$ cat src/rtl/gpio_irq_ctrl.sv
// GPIO interrupt controller: synchronizes the pin vector, detects pin-change and INT0/INT1 events,
// keeps them as sticky W1C pending bits and presents one fixed-priority req/ack interrupt.
module gpio_irq_ctrl #(
  parameter int N_PINS      = 16,
  parameter int SYNC_STAGES = 2,
  parameter int ID_W        = 5
) (
  input  logic                clk,
  input  logic                reset,
  input  logic [N_PINS-1:0]   pin_in,
  input  logic [N_PINS-1:0]   pc_mask,
  input  logic [1:0]          int_en,
  input  logic [1:0]          int_mode,
  input  logic                clr_we,
  input  logic [N_PINS+1:0]   clr_data,
  input  logic                clr_ovr,
  input  logic                irq_ack,
  output logic                irq_req,
  output logic [ID_W-1:0]     irq_id,
  output logic [N_PINS+1:0]   pend,
  output logic                overrun
);

  localparam int NB       = N_PINS + 2;
  localparam int INT0_PIN = 14;

  typedef enum logic [1:0] {
    ST_IDLE = 2'd0,
    ST_REQ  = 2'd1,
    ST_GAP  = 2'd2
  } state_t;

  typedef enum logic [1:0] {
    MODE_LOW  = 2'b00,
    MODE_ANY  = 2'b01,
    MODE_FALL = 2'b10,
    MODE_RISE = 2'b11
  } mode_t;

  logic [SYNC_STAGES-1:0][N_PINS-1:0] r_sync;
  logic [N_PINS-1:0]                  r_prev;
  logic [NB-1:0]                      r_pend;
  logic                               r_overrun;
  logic                               r_irq_req;
  logic [ID_W-1:0]                    r_irq_id;
  state_t                             r_state;

  state_t            w_state_nxt;
  logic [ID_W-1:0]   w_irq_id_nxt;
  logic [N_PINS-1:0] w_s;
  logic [N_PINS-1:0] w_chg;
  logic [N_PINS-1:0] w_rise;
  logic [N_PINS-1:0] w_fall;
  logic [NB-1:0]     w_en;
  logic [NB-1:0]     w_set;
  logic [NB-1:0]     w_clr;
  logic [NB-1:0]     w_ack_clr;
  logic [NB-1:0]     w_pend_vis;
  logic [NB-1:0]     w_pend_nxt;
  logic [NB-1:0]     w_ovr_hit;
  logic [ID_W-1:0]   w_winner;
  logic              w_any_pend;
  logic              w_ack_valid;

  // Synchronizer chain: stage 0 samples the pins, the last stage feeds the edge detector.
  // NOTE: sequential state uses non-blocking assignments so every flop samples pre-edge values.
  always_ff @(posedge clk or negedge reset) begin
    if (!reset) begin
      r_sync <= '0;
      r_prev <= '0;
    end else begin
      r_sync <= {r_sync[SYNC_STAGES-2:0], pin_in};
      r_prev <= r_sync[SYNC_STAGES-1];
    end
  end

  assign w_s    = r_sync[SYNC_STAGES-1];
  assign w_chg  = w_s ^ r_prev;
  assign w_rise = w_s & ~r_prev;
  assign w_fall = ~w_s & r_prev;
  assign w_en   = {pc_mask, int_en};

  // NOTE: every always_comb output gets a default first, so no path can infer a latch.
  always_comb begin
    w_set = '0;
    for (int k = 0; k < 2; k++) begin
      case (mode_t'(int_mode))
        MODE_LOW:  w_set[k] = ~w_s[INT0_PIN+k];
        MODE_ANY:  w_set[k] = w_chg[INT0_PIN+k];
        MODE_FALL: w_set[k] = w_fall[INT0_PIN+k];
        default:   w_set[k] = w_rise[INT0_PIN+k];
      endcase
    end
    w_set[NB-1:2] = w_chg;
    w_set         = w_set & w_en;
  end

  assign w_ack_valid = (r_state == ST_REQ) && irq_ack;
  assign w_ack_clr   = w_ack_valid ? (NB'(1) << r_irq_id) : '0;
  assign w_clr       = (clr_we ? clr_data : '0) | w_ack_clr;

  // A set in the same cycle as a clear survives; a disabled source is always forced low.
  assign w_pend_nxt = w_en & (w_set | (r_pend & ~w_clr));
  assign w_ovr_hit  = w_set & r_pend & ~w_clr;
  assign w_pend_vis = r_pend & w_en;

  always_ff @(posedge clk or negedge reset) begin
    if (!reset) begin
      r_pend    <= '0;
      r_overrun <= 1'b0;
    end else begin
      r_pend    <= w_pend_nxt;
      r_overrun <= (|w_ovr_hit) | (r_overrun & ~clr_ovr);
    end
  end

  // Lowest id wins: scan downward so the last hit is the smallest index.
  always_comb begin
    w_winner = '0;
    for (int i = NB - 1; i >= 0; i--) begin
      if (w_pend_vis[i]) w_winner = ID_W'(i);
    end
  end

  assign w_any_pend = |w_pend_vis;

  always_comb begin
    w_state_nxt  = r_state;
    w_irq_id_nxt = r_irq_id;
    unique case (r_state)
      ST_IDLE: begin
        if (w_any_pend) begin
          w_state_nxt  = ST_REQ;
          w_irq_id_nxt = w_winner;
        end
      end
      ST_REQ: begin
        if (irq_ack)                      w_state_nxt = ST_GAP;
        else if (!w_pend_nxt[r_irq_id])   w_state_nxt = ST_IDLE;
      end
      ST_GAP:  w_state_nxt = ST_IDLE;
      default: w_state_nxt = ST_IDLE;
    endcase
  end

  always_ff @(posedge clk or negedge reset) begin
    if (!reset) begin
      r_state   <= ST_IDLE;
      r_irq_req <= 1'b0;
      r_irq_id  <= '0;
    end else begin
      r_state   <= w_state_nxt;
      r_irq_req <= (w_state_nxt == ST_REQ);
      r_irq_id  <= w_irq_id_nxt;
    end
  end

  assign irq_req = r_irq_req;
  assign irq_id  = r_irq_id;
  assign pend    = w_pend_vis;
  assign overrun = r_overrun;

endmodule

$ cat config.mk
export PLATFORM = sky130hd
export DESIGN_NAME = gpio_irq_ctrl
export DESIGN_NICKNAME = d
export VERILOG_FILES = /design/src/rtl/gpio_irq_ctrl.sv
export SDC_FILE = /design/constraint.sdc
export NUM_CORES = 1
export LEC_CHECK = 0
export ABC_AREA = 1
export CAP_MARGIN = 10
export CORE_ASPECT_RATIO = 1.5
export CORE_MARGIN = 2
export CORE_UTILIZATION = 30
export CTS_CLUSTER_DIAMETER = 200
export CTS_CLUSTER_SIZE = 14
export DETAILED_ROUTE_END_ITERATION = 10
export GPL_ROUTABILITY_DRIVEN = 0
export HOLD_SLACK_MARGIN = 0.05
export PLACE_DENSITY_LB_ADDON = 0.1
export REMOVE_ABC_BUFFERS = 1
export SYNTH_ARGS = -nofsm -noshare
export SYNTH_HDL_FRONTEND = slang
export SYNTH_SLANG_ARGS = --single-unit
$ cat constraint.sdc
create_clock -name clk -period 3.01 [get_ports clk]
set_clock_uncertainty 0.15 [all_clocks]
set_input_delay 0.602 -clock clk [delete_from_list [all_inputs] [get_ports clk]]
set_output_delay 0.602 -clock clk [all_outputs]
set_load 0.02 [all_outputs]
==> results.tsv, run 1 <==
metric	value	unit
leakage	2.326	nW
detailed-router iteration count before antenna repair	4	
Initial Util	0.3082	
Setup-failing EPs final	0	
Finished Cell Area	4741	um2
CTS H-Tree Depth	3	
crit-path most repeated cell	clkdlybuf4s50_1	
# fillers	1165	
Critical R2R Launch	irq_id[2]$_DFFE_PN0P_	
full die area	12240	um2
fmax	365.4	MHz
worst endpoint required time	2.26	ns
Max Cap Violations	0	
Stages on worst setup path	4	
Peak VDD IR	0.3064	mV
Power Density	692.5	nW/um2
pin count of the biggest net entering global routing	76	
critical path class	input port to primary output	
RSZ-0062 raised after global routing	no	
Power Total	3.283	mW
Worst Path Buf+Inv	3	
IO Port Bufs	83	
CP Cell Sequence	clkdlybuf4s50_1 > nand2_1 > inv_1 > clkdlybuf4s50_1	
Placed Instance Area	4427	um2
warning count from the yosys run	0	
via count	2824	
die height	134.5	um
Crit path max-delay family	buffers and inverters	
ANT nets after route	0	
Synth area leader	dfrtp_1	
syn_area_per_cell	8.804	um2
synthesis-stage register bit count	75	
io pins	84	
vias per cell	4.468	
Hold Buf Count CTS	0	
fin crit period	2.737	ns
Slew Viols, Final	0	
FF-to-FF End	irq_req$_DFF_PN0_	
final setup TNS	0	ns
row cnt	47	
worst setup path startpoint	pc_mask[11]	
Area Overhead vs Synth	39.15	%
R2R setup slack	0.88	ns
top cells by area, synth	dfrtp_1 55%, nand2_1 13%, inv_1 4.8%	
DRC violations left	0	
Avg WL per Cell	14.61	um
Hold Path Class	flip-flop to flip-flop	
CP max stage delay	0.63	ns
Clock Tree Root	clkbuf_16	
first-pass GRT wire length	15.17	mm
Synth Flop Type	dfrtp_1	
initial antenna violation count	0	
ant diodes	0	
drt total wl	9.233	mm
async set-reset flop share out of synthesis	1.000	
Critical Path Fanout Max	4	
Iteration-0 DRC Markers	137	
Post-CTS Setup Inserts	0	
CTS tree	built	
Max stage delay cell, worst path	clkdlybuf4s50_1	
CTS clock-pin slew for the worst setup and hold paths	0.06	ns
status	finished, final reports clean	
top-area cell type share of the netlist area	0.5509	
number of global-route vias before repair	3017	
CTS Sinks	75	
Worst R2R Path Depth	14	
most frequent cell after synthesis	nand2_1	
CP Capture Point	pend[13]	
Slew @ Worst Pin	0.9420	ns
Final Cycle Share	0.9093	
Worst setup SP type	input port	
non-filler instance count after layout	632	
WP data arrival	1.98	ns
Clock Tree Buf Depth	2	
Layout Nets	543	
Synth cell types	29	
Fin. Hold Viols	0	
CORE AREA	11060	um2
EDFF count, synth	0	
Post-Synthesis Cells	387	
cts repair resizes	0	
relative slew slack	0.3720	
dpl hpwl	7.343	mm
placed insts	616	
proportion of layout cells with a drive suffix above 1	0.09485	
overall routing resource usage	0.1620	
Mapped Area	3407	um2
Post-synth top cells	117 x nand2_1, 75 x dfrtp_1, 44 x inv_1	
CTS buffer count	9	
sequential element share of the synthesized area	0.5509	
die width	91.01	um
Crit. End Element	primary output	
total grt overflow	0	
Clock Latency Late Sink	0.33	ns
-- cells in the final DEF (no fill, tap or decap), types with 2 or more instances in the layout --
master,count
nand2_1,117
clkdlybuf4s50_1,82
dfrtp_1,75
inv_1,44
nand3_1,29
nor2_1,28
xor2_1,14
nand2_2,11
nand4_1,10
clkbuf_16,9
a21oi_1,8
nand3_2,7
o21ai_0,7
o21ai_1,5
nor3_1,4
ha_1,4
inv_2,3
nor2_4,3
clkinv_2,3
o221ai_1,3
clkbuf_8,3
o2111ai_1,2
o22ai_1,2
buf_4,2
-- metal layers --
metal,global-route usage,wire (um),vias up,part of all wire
met4,0.07155,259,0,0.028
met5,0,0,-,0
met3,0.04018,428,18,0.046
li1,-,-,1427,-
met2,0.2782,4755,77,0.52
met1,0.1916,3790,1302,0.41
-- worst reg2reg max path: stages (launching register included) --
cell     delay, ns
dfrtp_1       0.44
inv_1         0.32
nand2_2       0.13
nor2_1        0.14
nand2_1       0.09
nand2_1       0.09
o21ai_2       0.06
o21ai_1       0.13
nor2_1        0.07
nor2_1        0.10
nor2_1        0.06
nand2_1       0.07
nand2_1       0.05
nand2_1       0.07
nand2_1       0.05
-- sequential cells by signal (all words and copies together) (netlist names) --
name and cells:
r_prev 16, r_sync 16, r_pend 18, w_s 16, overrun 1, irq_id 5, r_state 2, irq_req 1
-- cells by family after synthesis --
group,synth area share
simple gates,0.2791
flops,0.5509
buf+inv,0.05912
compound gates,0.06023
xor+xnor,0.03599
fa+ha+maj,0.01469
-- worst min path at each step --
stage / start / to / slack (ns) / cells after the start
after global placement: r_sync[6]$_DFF_PN0_ / w_s[6]$_DFF_PN0_ / 0.18 / 0
final: r_sync[12]$_DFF_PN0_ / w_s[12]$_DFF_PN0_ / 0.20 / 0
after detailed placement: r_sync[4]$_DFF_PN0_ / w_s[4]$_DFF_PN0_ / 0.18 / 0
after global routing: r_sync[7]$_DFF_PN0_ / w_s[7]$_DFF_PN0_ / 0.20 / 0
after floorplan: reset / irq_id[0]$_DFFE_PN0P_ / 0.16 / 0
after CTS: r_sync[4]$_DFF_PN0_ / w_s[4]$_DFF_PN0_ / 0.20 / 0
-- where the power goes --
group	switching, mW	internal, mW
logic	0.610	0.365
registers	0.0858	1.12
clock network	0.398	0.706
-- metrics by stage --
| stage | utilization | hold WS (ns) | setup WS (ns) |
|---|---|---|---|
| 6_report | 0.4288 | 0.1955 | 0.2731 |
| 5_1_grt | 0.4288 | 0.2028 | 0.2220 |
| 4_1_cts | 0.4288 | 0.1979 | 0.2640 |
| 3_5_place_dp | 0.4004 | 0.1847 | 0.2684 |
| 3_3_place_gp | 0.4004 | 0.1816 | 0.2471 |
| 2_1_floorplan | - | 0.1564 | 1.044 |
-- cell type report --
cell class	instances	area [um2]	area share
Inverter	48	181.4	0.03827
Timing Repair Buffer	85	855.8	0.1805
Sequential cell	75	1877	0.3959
Clock buffer	12	266.5	0.05622
Multi-Input combinational cell	261	1329	0.2803
Tap cell	147	183.9	0.03880
Clock inverter	4	47.55	0.01003
No activity file was read; power rests on OpenSTA's default activity.
==> run 2: changes to the inputs <==
--- a/config.mk
+++ b/config.mk
@@ -10,7 +10,6 @@
 export CORE_ASPECT_RATIO = 1.5
 export CORE_MARGIN = 2
 export CORE_UTILIZATION = 30
-export CTS_CLUSTER_DIAMETER = 200
 export CTS_CLUSTER_SIZE = 14
 export DETAILED_ROUTE_END_ITERATION = 10
 export GPL_ROUTABILITY_DRIVEN = 0
==> results of run 2 <==
No change in the layout: final DEF, timing and power equal those of run 1.
